$ cat config.mk
export PLATFORM = sky130hd
export DESIGN_NAME = keypad_decoder
export DESIGN_NICKNAME = d
export VERILOG_FILES = /design/src/rtl/keypad_pkg.sv /design/src/rtl/keypad_sync2.sv /design/src/rtl/keypad_decoder.sv
export SDC_FILE = /design/constraint.sdc
export NUM_CORES = 1
export LEC_CHECK = 0
export BUFFER_PORTS_ARGS = -buffer_cell sky130_fd_sc_hd__buf_2
export CORE_UTILIZATION = 55
export DETAILED_ROUTE_END_ITERATION = 8
export HOLD_SLACK_MARGIN = 0.02
export PLACE_DENSITY = 0.78
export SLEW_MARGIN = 20
export SYNTH_ARGS = -nofsm -noshare
export SYNTH_HDL_FRONTEND = slang
export SYNTH_HIERARCHICAL = 1
export SYNTH_SLANG_ARGS = --single-unit
export TNS_END_PERCENT = 30
$ cat constraint.sdc
create_clock -name clk -period 8.15 [get_ports clk]
set_input_delay 0 -clock clk [delete_from_list [all_inputs] [get_ports clk]]
set_output_delay 0 -clock clk [all_outputs]
set_load 0.05 [all_outputs]
$ cat src/rtl/keypad_pkg.sv
`default_nettype none
// ============================================================================
// keypad_pkg : shared FSM encoding and row/column codes for keypad_decoder
// Revision   : 1.0  initial release
// ============================================================================
package keypad_pkg;

  typedef enum logic [1:0] {
    S_IDLE    = 2'd0,
    S_CONFIRM = 2'd1,
    S_PENDING = 2'd2,
    S_RELEASE = 2'd3
  } state_t;

  localparam logic [3:0] c_ROW0         = 4'b1110;
  localparam logic [3:0] c_ROW1         = 4'b1101;
  localparam logic [3:0] c_ROW2         = 4'b1011;
  localparam logic [3:0] c_ROW3         = 4'b0111;
  localparam logic [3:0] c_COL_RELEASED = 4'b1111;

endpackage
`default_nettype wire

$ cat src/rtl/keypad_sync2.sv
`default_nettype none
// ============================================================================
// keypad_sync2 : 2-FF synchronizer, resets to all-ones (released / idle level)
// Revision     : 1.0  initial release
// ============================================================================
module keypad_sync2 #(
  parameter int WIDTH = 4
) (
  input  logic             clk,
  input  logic             reset,
  input  logic [WIDTH-1:0] i_d,
  output logic [WIDTH-1:0] o_q
);

  logic [WIDTH-1:0] r_meta;
  logic [WIDTH-1:0] r_sync;

  always_ff @(posedge clk or negedge reset) begin
    if (!reset) begin
      r_meta <= '1;
      r_sync <= '1;
    end else begin
      r_meta <= i_d;
      r_sync <= r_meta;
    end
  end

  assign o_q = r_sync;

endmodule
`default_nettype wire

$ cat src/rtl/keypad_decoder.sv
`default_nettype none
// ============================================================================
// keypad_decoder : debounced, ghost-rejecting column decoder with valid/ready
// Revision       : 1.0  initial release
// ============================================================================
module keypad_decoder
  import keypad_pkg::*;
#(
  parameter int DEBOUNCE = 3,
  parameter int SETTLE   = 3
) (
  input  logic       clk,
  input  logic       reset,
  input  logic [3:0] row,
  input  logic [3:0] col,
  input  logic       key_ready,
  output logic       key_valid,
  output logic [3:0] key_code,
  output logic       freeze
);

  localparam logic [3:0] c_DEB = 4'(DEBOUNCE);
  localparam logic [3:0] c_SET = 4'(SETTLE);

  function automatic logic [1:0] row_index(input logic [3:0] r);
    case (r)
      c_ROW1:  return 2'd1;
      c_ROW2:  return 2'd2;
      c_ROW3:  return 2'd3;
      default: return 2'd0;
    endcase
  endfunction

  function automatic logic [1:0] col_index(input logic [3:0] c);
    if (!c[0])      return 2'd0;
    else if (!c[1]) return 2'd1;
    else if (!c[2]) return 2'd2;
    else            return 2'd3;
  endfunction

  function automatic logic single_low(input logic [3:0] c);
    return ($countones(~c) == 1);
  endfunction

  logic [3:0] w_col_s;
  logic [3:0] r_row_q1, r_row_d;
  state_t     r_state, w_state_n;
  logic [3:0] r_cand_row, w_cand_row_n;
  logic [3:0] r_cand_col, w_cand_col_n;
  logic [3:0] r_hit, w_hit_n;
  logic [3:0] r_rel, w_rel_n;
  logic [3:0] r_settle, w_settle_n;
  logic       r_valid, w_valid_n;
  logic [3:0] r_code, w_code_n;
  logic       r_freeze, w_freeze_n;

  keypad_sync2 #(.WIDTH(4)) u_col_sync (
    .clk   (clk),
    .reset (reset),
    .i_d   (col),
    .o_q   (w_col_s)
  );

  // Row delay matches the synchronizer so row_d and col_s describe the same scan cycle
  always_ff @(posedge clk or negedge reset) begin
    if (!reset) begin
      r_row_q1 <= 4'b1111;
      r_row_d  <= 4'b1111;
    end else begin
      r_row_q1 <= row;
      r_row_d  <= r_row_q1;
    end
  end

  logic w_row_ok, w_sample, w_on_cand;
  logic [3:0] w_hit_inc, w_rel_inc;

  assign w_row_ok  = (r_row_d == c_ROW0) || (r_row_d == c_ROW1) ||
                     (r_row_d == c_ROW2) || (r_row_d == c_ROW3);
  assign w_sample  = w_row_ok && (r_state != S_PENDING) && (r_settle == 4'd0);
  assign w_on_cand = w_sample && (r_row_d == r_cand_row);
  assign w_hit_inc = (r_hit >= c_DEB) ? r_hit : r_hit + 4'd1;
  assign w_rel_inc = (r_rel >= c_DEB) ? r_rel : r_rel + 4'd1;

  always_comb begin
    w_state_n    = r_state;
    w_cand_row_n = r_cand_row;
    w_cand_col_n = r_cand_col;
    w_hit_n      = r_hit;
    w_rel_n      = r_rel;
    w_settle_n   = (r_settle != 4'd0) ? r_settle - 4'd1 : 4'd0;
    w_valid_n    = r_valid;
    w_code_n     = r_code;
    w_freeze_n   = r_freeze;

    case (r_state)
      S_IDLE: begin
        // Zero or multiple low columns are ghosting/idle and never start a press
        if (w_sample && single_low(w_col_s)) begin
          w_cand_row_n = r_row_d;
          w_cand_col_n = w_col_s;
          w_hit_n      = 4'd1;
          if (c_DEB <= 4'd1) begin
            w_valid_n  = 1'b1;
            w_freeze_n = 1'b1;
            w_code_n   = {row_index(r_row_d), col_index(w_col_s)};
            w_state_n  = S_PENDING;
          end else begin
            w_state_n  = S_CONFIRM;
          end
        end
      end
      S_CONFIRM: begin
        if (w_on_cand) begin
          if (w_col_s == r_cand_col) begin
            w_hit_n = w_hit_inc;
            if (w_hit_inc >= c_DEB) begin
              w_valid_n  = 1'b1;
              w_freeze_n = 1'b1;
              w_code_n   = {row_index(r_cand_row), col_index(r_cand_col)};
              w_state_n  = S_PENDING;
            end
          end else begin
            w_state_n = S_IDLE;
          end
        end
      end
      S_PENDING: begin
        if (key_ready && r_valid) begin
          w_valid_n  = 1'b0;
          w_freeze_n = 1'b0;
          w_settle_n = c_SET;
          w_rel_n    = 4'd0;
          w_state_n  = S_RELEASE;
        end
      end
      S_RELEASE: begin
        if (w_on_cand) begin
          if ((w_col_s | r_cand_col) == c_COL_RELEASED) begin
            w_rel_n = w_rel_inc;
            if (w_rel_inc >= c_DEB) w_state_n = S_IDLE;
          end else begin
            w_rel_n = 4'd0;
          end
        end
      end
      default: w_state_n = S_IDLE;
    endcase
  end

  always_ff @(posedge clk or negedge reset) begin
    if (!reset) begin
      r_state    <= S_IDLE;
      r_cand_row <= 4'b1111;
      r_cand_col <= 4'b1111;
      r_hit      <= 4'd0;
      r_rel      <= 4'd0;
      r_settle   <= 4'd0;
      r_valid    <= 1'b0;
      r_code     <= 4'd0;
      r_freeze   <= 1'b0;
    end else begin
      r_state    <= w_state_n;
      r_cand_row <= w_cand_row_n;
      r_cand_col <= w_cand_col_n;
      r_hit      <= w_hit_n;
      r_rel      <= w_rel_n;
      r_settle   <= w_settle_n;
      r_valid    <= w_valid_n;
      r_code     <= w_code_n;
      r_freeze   <= w_freeze_n;
    end
  end

  assign key_valid = r_valid;
  assign key_code  = r_code;
  assign freeze    = r_freeze;

endmodule
`default_nettype wire

# Word-level counts from Yosys, hierarchy flattened
# Index checks and enable logic that the tools add are counted.
# W data, S select, Z words.
[classes] n_addsub=6 n_lt_le_gt_ge=4 n_eq_ne=24 n_mux=31 bitwise=2 n_reduce_logical=20
[ops] op="$mux W4" n=11
[ops] op="$eq A4 B4 Y1 const B" n=6
[ops] op="$mux W2" n=10
[ops] op="$ne A2 B2 Y1 const B" n=9
[ops] op="$ge A4 B2 Y1 const B" n=4
[ops] op="$pmux W4 S2" n=2
[ops] op="$add A4 B1 Y4 const B" n=2
[ops] op="$eq A4 B3 Y1 const B" n=2
[ops] op="$eq A4 B4 Y1" n=2
[ops] op="$pmux W2 S4" n=1
[ops] op="$reduce_and A4 Y1" n=2
[ops] op="$reduce_and A7 Y1" n=1
[ops] op="$pmux W2 S3" n=1
[ops] op="$reduce_bool A2 Y1" n=3
[ops] op="$logic_and A1 B1 Y1" n=5
[ops] op="$mux W1" n=5
[ops] op="$reduce_and A5 Y1" n=1
[ops] op="$add A1 B1 Y2" n=2
[ops] op="$eq A2 B2 Y1 const B" n=2
[ops] op="$logic_not A4 Y1" n=1
[ops] op="$not A4 Y4" n=1
[ops] op="$or A4 B4 Y4" n=1
[ops] op="$reduce_bool A4 Y1" n=1
[ops] op="$sub A4 B1 Y4 const B" n=1
[ops] op="9 further kinds" n=11
[word_totals] regBits=43 in_bits=11 out_inout_bits=6

# Logic depth before layout (Yosys ltp)
# Gate-level depths: netlist of run 1.
[logic_depth] depth_word=9 depth_mapped=10

# Hierarchy
# The synthesis of run 1 kept the hierarchy.
[by_module_without_submodules] mod="keypad_decoder" instances=1 cells_each=159 area_each_um2=1778.0 seq_area_each_um2=895.9
[by_module_without_submodules] mod="keypad_sync2" instances=1 cells_each=8 area_each_um2=210.2 seq_area_each_um2=210.2

# Least setup slack after synthesis of run 1
# No wires, ideal clock.
[synth_path] kind="register to register" start="register u_col_sync.r_sync[0], in the netlist u_col_sync/o_q[0]" end="register r_hit[1]" arrival_time_ns=2.502 t_required_ns=8.072 setup_slack_ns=5.570 stages_incl_launch_ff=11 n_path_buf=1 cell_sequence="dfstp_2 fa_1 inv_1 ha_1 ha_1 nor4b_2 o211ai_1 nor3_2 buf_2 nor2_1 o2bb2ai_1"
[synth_via] elab_chain_len=7 word_cells_on_any_way=9 classes_between="add/sub: 2; eq/ne: 4; bitwise: 1; reduce/logical: 2"
[synth_lines] item="from (decl)" line_no="keypad_sync2.sv:16" rtl="logic [WIDTH-1:0] r_sync;"
[synth_lines] item="from (signal assigned)" line_no="keypad_sync2.sv:24" rtl="r_sync <= r_meta;"
[synth_lines] item="$not A4 Y4" line_no="keypad_decoder.sv:42" rtl="return ($countones(~c) == 1);"
[synth_lines] item="$add A1 B1 Y2 (not written as such)" line_no="keypad_decoder.sv:42"
[synth_lines] item="$add A2 B2 Y3 (not written as such)" line_no="keypad_decoder.sv:42"
[synth_lines] item="$eq A3 B1 Y1" line_no="keypad_decoder.sv:42"
[synth_lines] item="$logic_and A1 B1 Y1" line_no="keypad_decoder.sv:99" rtl="if (w_sample && single_low(w_col_s)) begin"
[synth_lines] item="$ne A2 B2 Y1 (no source line)"
[synth_lines] item="$reduce_and A4 Y1 (no source line) (*)"
[synth_lines] item="to (signal assigned)" line_no="keypad_decoder.sv:166" rtl="r_hit <= w_hit_n;"
[synth_lines] item="to (decl)" line_no="keypad_decoder.sv:50" rtl="logic [3:0] r_hit, w_hit_n;"
# Mark *: on every way between the ends. The rest lies on a longest branch, timed or not.
# A chain may end at the register's enable or synchronous reset.

# Final worst setup path of run 1
[layout_path] start="register u_col_sync.r_sync[0], in the netlist u_col_sync/o_q[0]" end="register r_hit[0]"
# Same word-level chain as after synthesis.

==> results.py, run 1 <==
metrics = {
    "global_routing": {
        "grt_pass1_vias": 1338,
        "grt_pass1_wl_mm": 5.892,
        "grtUsageTotal_pct": 20.38,
        "grt-ovfl-total": 0,
        "grt_max_degree": 44,
        "antenna_found_initial": 0,
    },
    "final_layout": {
        "drive_gt1_share_pct": 32.65,
        "synthToLayoutAreaGrowth_pct": 14.73,
        "design_area_um2": 2281,
        "nets": 215,
        "nFillCells": 242,
        "multi_input_area_um2": 810.8,
        "antenna_cells": 0,
        "register_area_um2": 1106,
    },
    "floorplanning": {
        "core_um2": 3390,
        "initial_core_util_pct": 58.66,
        "num_rows": 21,
        "dieArea_um2": 3860,
        "io_pins": 17,
        "die_h_um": 62.13,
        "die_w_um": 62.13,
    },
    "placement": {
        "gp_routability_congestion": 0.8420,
        "dp_hpwl_mm": 2.363,
        "place_area_um2": 2100,
        "numPortBuffers": 16,
    },
    "critical_path": {
        "reg2reg_slack_ns": 4.93,
        "rr_worst_depth": 9,
        "r2r-start": "u_col_sync/o_q[0]",
        "crit_top_cell": "ha_1",
        "end_kind": "register",
        "cp-startpoint": "u_col_sync/o_q[0]",
        "cp-endpoint": "r_hit[0]",
        "critPathTopFamily": "simple AND/OR/NAND/NOR gates",
        "worst-path-buf-inv": 1,
        "critPathKind": "reg2reg",
        "critPathRequiredTime_ns": 8.44,
        "cp-start-kind": "register",
        "cp_num_cells": 9,
        "crit_chain": "fa_1 -> inv_1 -> ha_1 -> ha_1 -> nor4b_2 -> o211ai_1 -> nor3_2 -> o21ai_0 -> mux2i_1",
        "slowest_delay_ns": 0.77,
        "cp.arrival_ns": 3.50,
        "timing.rr.end": "r_hit[0]",
        "critPathSlowestCell": "nor3_2",
        "path_max_fanout": 17,
    },
    "power_and_ir_drop": {
        "p_leak_nw": 1.036,
        "ir_worst_vdd_mv": 0.1432,
        "p_per_area_nw_per_um2": 241.8,
    },
    "synth": {
        "synth_cell_types": 44,
        "yosysSeqAreaShare_pct": 55.63,
        "synthArstFlopShare_pct": 100.0,
        "netlist_instances": 167,
        "syn-num-nets": 187,
        "ys_ff_latch": 43,
        "synth_warnings": 6,
        "synthFlopType": "dfstp_2",
        "synth-edff-count": 0,
        "syn_area_um2": 1988,
        "syn_area_per_cell_um2": 11.91,
    },
    "timing": {
        "fin_skew_ns": 0.009359,
        "period_share_pct": 39.45,
        "timing.setup.tns_ns": 0,
        "setup_viol_count_final": 0,
        "worst_pin_slew_ns": 0.9947,
        "drv_slew": 0,
        "slew_headroom_pct": 33.32,
        "fin_crit_ns": 3.216,
        "fmax_ghz": 0.3110,
        "rsz0062_at_grt": "no",
        "final-hold-violation-count": 0,
    },
    "hold_path": {
        "min_path_cells": 2,
        "min_path_type": "in2reg",
    },
    "clock_tree": {
        "hold_buffers": 10,
        "cts_max_level": 2,
        "cts_sinks": 43,
        "numCtsBuffers": 5,
        "cts_root_buf": "clkbuf_4",
        "path_clk_slew_ns": 0.13,
        "post_cts_buffers": 0,
        "cts_buffer_depth": 2,
        "cts_tree": "done",
        "worstSkewPairLatency_ns": 0.37,
        "cts_resized": 0,
    },
    "drt": {
        "post_drt_wl_per_cell_um": 14.27,
        "drc": 0,
        "vias_per_cell": 5.512,
        "firstDrtPassIters": 4,
        "num_vias": 1334,
        "wl_mm": 3.454,
        "ant_nets": 0,
        "drtIter0Drc": 67,
    },
    "outcome": {
        "status": "complete, no violations",
    },
    "flow_run": {
        "maxCapViolations": 0,
    },
}
## logic make-up (layout without fill, tap and decap cells)
kind of cell    Yosys count  count (layout)  synth area share [%]
compound gates           27              27                 9.629
xor+xnor                  7               7                 3.084
fa+ha+maj                 9               9                 6.042
buf+inv                  17              46                 3.587
flops                    43              43                 55.63
mux                       9               9                 5.538
simple gates             55              55                 16.49
## final cells by class
class	count	share of cell area, %
Inverter	12	1.975
Timing Repair Buffer	26	7.899
Sequential cell	43	48.49
Clock buffer	5	1.646
Tap cell	46	2.523
Clock inverter	3	1.920
Multi-Input combinational cell	107	35.55
## cells in the mapped netlist, types with 2 or more instances
cell type	n	share of area [%]
dfstp_2	24	32
o2bb2ai_1	2	0.88
o21a_1	2	0.75
mux2_2	4	2.3
nand2_1	16	3.0
buf_2	3	0.75
nor2b_1	2	0.63
nor2_1	8	1.5
xor2_1	3	1.3
ha_1	8	5.0
a21oi_1	4	1.0
xnor2_1	4	1.8
nor3_1	3	0.75
inv_1	12	2.3
mux2i_1	2	1.0
and4b_2	2	1.1
o211ai_1	2	0.75
o21ai_0	8	2.0
and3_1	4	1.3
a31oi_1	2	0.63
or2_2	2	0.63
mux2_4	3	2.3
dfrtp_1	19	24
a311oi_1	2	0.88
nor4_1	3	0.94
nand3_1	5	1.3
## metrics by stage
| stage | setup WS, ns | cells | utilization [%] | power, mW | hold WS (ns) |
|---|---|---|---|---|---|
| after floorplan | 5.570 | 167 | - | 0.3831 | -0.2956 |
| final | 4.934 | 242 | 67.29 | 0.5515 | 0.2572 |
| after global routing | 4.656 | 242 | 67.29 | 0.5839 | 0.2295 |
| after detailed placement | 4.935 | 224 | 61.94 | 0.4133 | 0.1062 |
| after global placement | 5.118 | 224 | 61.94 | 0.4056 | 0.1062 |
| after CTS | 4.920 | 242 | 67.29 | 0.5535 | 0.2438 |
## how the worst min path moves through the flow
stage	to	slack [ns]	from
final	u_col_sync/r_meta[3]	0.26	col[3]
after global routing	u_col_sync/r_meta[0]	0.23	col[0]
after CTS	r_row_q1[1]	0.24	row[1]
after detailed placement	u_col_sync/r_meta[2]	0.11	col[2]
after global placement	u_col_sync/r_meta[0]	0.11	col[0]
after floorplan	async pin	-0.30	reset
## registers in the layout (all words and copies together) (netlist names), named ones only
register	cells
u_col_sync/o_q	4
r_settle	4
r_rel	4
r_state	1
r_cand_row	4
r_row_d	4
key_code	4
freeze	1
r_cand_col	4
u_col_sync/r_meta	4
r_row_q1	4
r_hit	4
## power breakdown
| group | internal [mW] | switching, mW | total, mW |
|---|---|---|---|
| clock | 0.0645 | 0.0725 | 0.137 |
| combinational | 0.0552 | 0.0653 | 0.120 |
| sequential | 0.260 | 0.0340 | 0.294 |
| total | 0.380 | 0.172 | 0.552 |
## per-layer routing
| metal | GRT usage [%] | part of all wire (%) | vias up |
|---|---|---|---|
| li1 | - | - | 642 |
| met1 | 23.68 | 45 | 651 |
| met2 | 32.97 | 49 | 31 |
| met4 | 10.17 | 2.5 | 0 |
| met3 | 7.721 | 4.2 | 10 |
| met5 | 0 | 0 | - |
## cells in the final DEF, fill, tap and decap left out, drive strengths merged, types with 6 or more instances in the layout
cell type / instances
o21ai: 8
dfstp: 24
nand2: 16
dfrtp: 19
buf: 16
mux2: 7
nand3: 6
inv: 12
dlygate4sd3: 10
ha: 8
nor2: 8
(Power assumes the default switching activity.)
==> run 2, diff against run 1 <==
- CORE_UTILIZATION: 55 -> 52
- clock period: 8.15 -> 2.9 ns (I/O delays scaled with it)
==> run 2 against run 1 <==
Net effect: clock skew increased by 0.00083 ns; non-clock buffer count increased by 2; clock-buffer cell count increased by 2; register-to-register slack got worse by 4.8 ns; design area increased by 2.9%; first-iteration DRC count decreased by 21%.
==> results.py, run 2 (same netlist as run 1, synthesis figures left out) <==
metrics = {
    "outcome": {
        "status": "complete, no violations",
    },
    "drt": {
        "drtIter0Drc": 53,
        "vias_per_cell": 5.545,
        "firstDrtPassIters": 4,
        "drc": 0,
        "post_drt_wl_per_cell_um": 14.48,
        "ant_nets": 0,
        "num_vias": 1364,
        "wl_mm": 3.563,
    },
    "global_routing": {
        "grtUsageTotal_pct": 20.01,
        "antenna_found_initial": 0,
        "grt_max_degree": 44,
        "grt-ovfl-total": 0,
        "grt_pass1_wl_mm": 6.099,
        "grt_pass1_vias": 1396,
    },
    "clock_tree": {
        "worstSkewPairLatency_ns": 0.31,
        "cts_root_buf": "clkbuf_8",
        "path_clk_slew_ns": 0.09,
        "cts_tree": "done",
        "cts_buffer_depth": 2,
        "numCtsBuffers": 5,
        "cts_sinks": 43,
        "cts_max_level": 2,
    },
    "power_and_ir_drop": {
        "p_sw_share_pct": 29.71,
        "p_sw_mw": 0.4922,
        "clkPwrFrac_pct": 29.0,
        "p_per_area_nw_per_um2": 705.9,
        "p_leak_nw": 1.065,
        "internal-power_mw": 1.165,
        "ir_worst_vdd_mv": 0.3644,
        "pwr-share-seq_pct": 49.8,
        "combPwrFrac_pct": 21.2,
    },
    "floorplanning": {
        "dieArea_um2": 4075,
        "die_h_um": 63.84,
        "io_pins": 17,
        "initial_core_util_pct": 54.31,
        "die_w_um": 63.84,
        "core_um2": 3661,
        "num_rows": 22,
    },
    "critical_path": {
        "end_kind": "register",
        "cp-start-kind": "register",
        "cp.arrival_ns": 3.01,
        "critPathKind": "reg2reg",
        "critPathRequiredTime_ns": 3.13,
        "path_max_fanout": 4,
    },
    "final_layout": {
        "final_cell_mix": "dfstp_2, dfrtp_1, nand2_1, buf_2, inv_1",
        "nets": 217,
        "synthToLayoutAreaGrowth_pct": 18.06,
        "drive_gt1_share_pct": 33.84,
        "final_common_cell": "dfstp_2",
        "antenna_cells": 0,
    },
    "timing": {
        "drv_slew": 0,
        "fin_crit_ns": 2.781,
        "final-hold-violation-count": 0,
        "fin_skew_ns": 0.01019,
        "setup_viol_count_final": 0,
        "worst_pin_slew_ns": 0.9057,
        "period_share_pct": 95.90,
        "fmax_ghz": 0.3596,
        "fin_ws_ns": 0.1188,
        "whs_ns": 0.06008,
        "slew_headroom_pct": 39.62,
    },
    "placement": {
        "gp_routability_congestion": 0.9268,
        "dp_slack_ns": 0.03908,
        "numPortBuffers": 16,
        "dp_hpwl_mm": 2.533,
    },
    "flow_run": {
        "maxCapViolations": 0,
    },
    "hold_path": {
        "min_path_type": "in2reg",
    },
}
[run 2: changes by cell type in the layout (fill, tap and decap cells not counted), sizes merged]
cell,delta
clkbuf,+2
dlygate4sd3,-1
clkinv,-2
bufinv,-1
clkinvlp,+1
buf,+3
[run 2: area by class of cell]
type / instances / area [um^2]
Timing Repair Buffer: 28 / 192.7
Tap cell: 48 / 60.06
Fill cell: 283 / 1314
Sequential cell: 43 / 1106
Clock inverter: 1 / 7.507
Multi-Input combinational cell: 107 / 817.0
Inverter: 12 / 45.04
Clock buffer: 7 / 118.9
[run 2: per-stage QoR]
step / area (um^2) / utilization (%) / power (mW) / cells / setup TNS, ns
final: 2347 / 64.11 / 1.657 / 246 / 0
after global routing: 2347 / 64.11 / 1.749 / 246 / -0.04515
after CTS: 2326 / 63.53 / 1.664 / 244 / 0
after detailed placement: 2110 / 57.62 / 1.169 / 227 / 0
after global placement: 2110 / 57.62 / 1.141 / 227 / 0
after floorplan: 1988 / - / 1.077 / 167 / 0
[run 2: layer usage]
| layer | share of wire, % | GRT usage, % |
|---|---|---|
| met2 | 53 | 33.78 |
| met4 | 1.6 | 9.375 |
| met3 | 4.2 | 4.821 |
| met5 | 0 | 0 |
| met1 | 42 | 23.96 |
[run 2: path summary, 6_finish.rpt]
kind | from | to | slack (ns) | cells past startpoint
worst max-delay path | u_col_sync/o_q[0] | r_cand_row[1] | 0.12 | 9
worst min-delay path | key_ready | r_state[0] | 0.06 | 3
worst max register to register | u_col_sync/o_q[0] | r_cand_row[1] | 0.12 | 9
worst min register to register | r_row_q1[0] | r_row_d[0] | 0.36 | 0
max in group asynchronous | reset | key_code[3] | 1.97 | 2
min in group asynchronous | reset | r_rel[3] | 0.35 | 2
[run 2: what timing repair did]
action,in CTS,in global routing
endpoints found under the hold margin,27,0
gates resized for setup,0,1
setup buffers,0,2
setup endpoints to repair,0,12
hold buffers,9,0
[run 2: critical path: stages, from the launching register on]
cell      delay, ns
dfstp_2        0.39
fa_1           0.53
inv_1          0.04
ha_1           0.17
ha_1           0.28
nor4b_2        0.31
o211ai_1       0.20
nor3_4         0.27
buf_4          0.18
mux2_2         0.34
[run 2: power by group through the flow]
stage                     registers, mW  logic, mW  clock network, mW
after floorplan                   0.804      0.273                  0
after global placement            0.826      0.314                  0
after detailed placement          0.834      0.335                  0
after CTS                         0.825      0.348              0.491
after global routing              0.839      0.396              0.514
final                             0.825      0.351              0.481
==> run 3, diff against run 2 <==
- CORE_UTILIZATION: 52 -> 55
- clock period: 2.9 -> 2.6 ns (I/O delays scaled with it)
==> run 3 against run 2 <==
Net effect: the run now ends with negative setup slack left; die area decreased by 5.3%; flip-flop and latch count unchanged; via count increased by 2.8%; clock power is 7.5% higher; clock-buffer cell count down 2; worst hold slack better by 0.22 ns; critical path type unchanged; non-clock buffer count grew 7; largest cell class unchanged; setup slack got worse by 0.14 ns; clock skew rose by 0.0045 ns; global-route usage is 0.77 points higher; sequential power increased by 12%; critical endpoint is now r_cand_row[3]; power grew 13%.
==> results.py, run 3 (same netlist as run 1, synthesis figures left out) <==
metrics = {
    "outcome": {
        "status": "finished with violations",
        "violations": "negative setup slack",
    },
    "placement": {
        "gp_routability_congestion": 0.7781,
        "numPortBuffers": 16,
        "placedCellCount": 227,
        "dp_slack_ns": -0.02222,
        "dp_hpwl_mm": 2.576,
        "place_area_um2": 2122,
    },
    "drt": {
        "firstDrtPassIters": 4,
        "drc": 0,
        "post_drt_wl_per_cell_um": 14.87,
        "drtIter0Drc": 123,
        "vias_per_cell": 5.586,
        "ant_nets": 0,
        "num_vias": 1402,
        "wl_mm": 3.732,
    },
    "timing": {
        "setup_viol_count_final": 3,
        "worst_pin_slew_ns": 0.9017,
        "rsz0062_at_grt": "yes",
        "fin_ws_ns": -0.02049,
        "slew_headroom_pct": 39.89,
        "drv_slew": 0,
        "period_share_pct": 100.8,
        "timing.setup.tns_ns": -0.05311,
        "fmax_ghz": 0.3816,
        "final-hold-violation-count": 0,
        "fin_crit_ns": 2.620,
        "fin_skew_ns": 0.01474,
    },
    "power_and_ir_drop": {
        "ir_worst_vdd_mv": 0.4652,
        "p_per_area_nw_per_um2": 773.9,
        "p_total_mw": 1.867,
        "p_leak_nw": 1.099,
    },
    "hold_path": {
        "min_path_type": "in2reg",
    },
    "critical_path": {
        "critPathRequiredTime_ns": 2.88,
        "critPathKind": "reg2reg",
        "cp.arrival_ns": 2.90,
        "cp-start-kind": "register",
        "path_max_fanout": 8,
        "end_kind": "register",
    },
    "floorplanning": {
        "dieArea_um2": 3860,
        "die_h_um": 62.13,
        "initial_core_util_pct": 58.66,
        "die_w_um": 62.13,
        "io_pins": 17,
        "num_rows": 21,
        "core_um2": 3390,
    },
    "final_layout": {
        "synthToLayoutAreaGrowth_pct": 21.33,
        "nets": 224,
        "drive_gt1_share_pct": 38.05,
        "register_area_um2": 1106,
        "final_common_cell": "dfstp_2",
        "final_cells": 251,
        "antenna_cells": 0,
        "multi_input_area_um2": 850.8,
        "nFillCells": 238,
        "design_area_um2": 2412,
        "final_cell_mix": "dfstp_2, dfrtp_1, buf_2",
    },
    "global_routing": {
        "grt_pass1_vias": 1372,
        "antenna_found_initial": 0,
        "grt-ovfl-total": 0,
        "grt_max_degree": 44,
        "grt_pass1_wl_mm": 6.147,
        "grtUsageTotal_pct": 20.78,
    },
    "clock_tree": {
        "cts_sinks": 43,
        "cts_root_buf": "clkbuf_4",
        "cts_tree": "done",
        "path_clk_slew_ns": 0.12,
        "numCtsBuffers": 5,
        "cts_buffer_depth": 2,
        "cts_max_level": 2,
        "worstSkewPairLatency_ns": 0.36,
    },
    "flow_run": {
        "maxCapViolations": 0,
    },
}
[run 3: final timing paths]
kind / start / end / slack (ns) / cells after the start
worst max-delay path: u_col_sync/o_q[3] / r_cand_row[3] / -0.02 / 9
worst min-delay path: row[0] / r_row_q1[0] / 0.28 / 2
worst max register to register: u_col_sync/o_q[3] / r_cand_row[3] / -0.02 / 9
worst min register to register: r_row_q1[2] / r_row_d[2] / 0.36 / 0
max in group asynchronous: reset / r_settle[0] / 1.74 / 2
min in group asynchronous: reset / r_hit[0] / 0.30 / 2
[run 3: area by class of cell]
class | count | area share (%)
inverter | 12 | 1.867
sequential | 43 | 45.85
tap | 46 | 2.386
timing repair buffer | 35 | 10.32
clock buffer | 5 | 1.556
multi-input combinational | 107 | 35.27
clock inverter | 3 | 2.749
[run 3: power breakdown]
group	internal, mW	total [mW]	switching (mW)	leakage [nW]
combinational	0.205	0.427	0.222	0.536
clock	0.300	0.517	0.217	0.0557
sequential	0.815	0.923	0.109	0.507
[run 3: worst max-delay path: stages, from the launching register on]
cell and delay, ns:
dfstp_2 0.58, fa_1 0.43, inv_2 0.09, ha_4 0.14, ha_4 0.20, nor4b_4 0.26, o211ai_1 0.14, nor3_2 0.18
buf_4 0.19, mux2_2 0.35
[run 3: timing repair]
item	in CTS	in global routing
gates cloned	0	1
resized for setup	0	12
setup endpoints to repair	6	12
endpoints found under the hold margin	28	0
pin swaps	1	5
setup buffers	1	4
hold buffers	10	0
[run 3: routing by layer]
layer | part of all wire, % | track usage, %
met5 | 0 | 0
met4 | 1.5 | 8.721
met3 | 4.5 | 6.066
met2 | 53 | 35.30
met1 | 41 | 24.57
[run 3: through the flow]
stage                     util (%)  hold WS [ns]
after global routing         71.17        0.2489
after global placement       62.61        0.1047
final                        71.17        0.2778
after floorplan                  -       -0.2956
after detailed placement     62.61        0.1063
after CTS                    68.84        0.2602
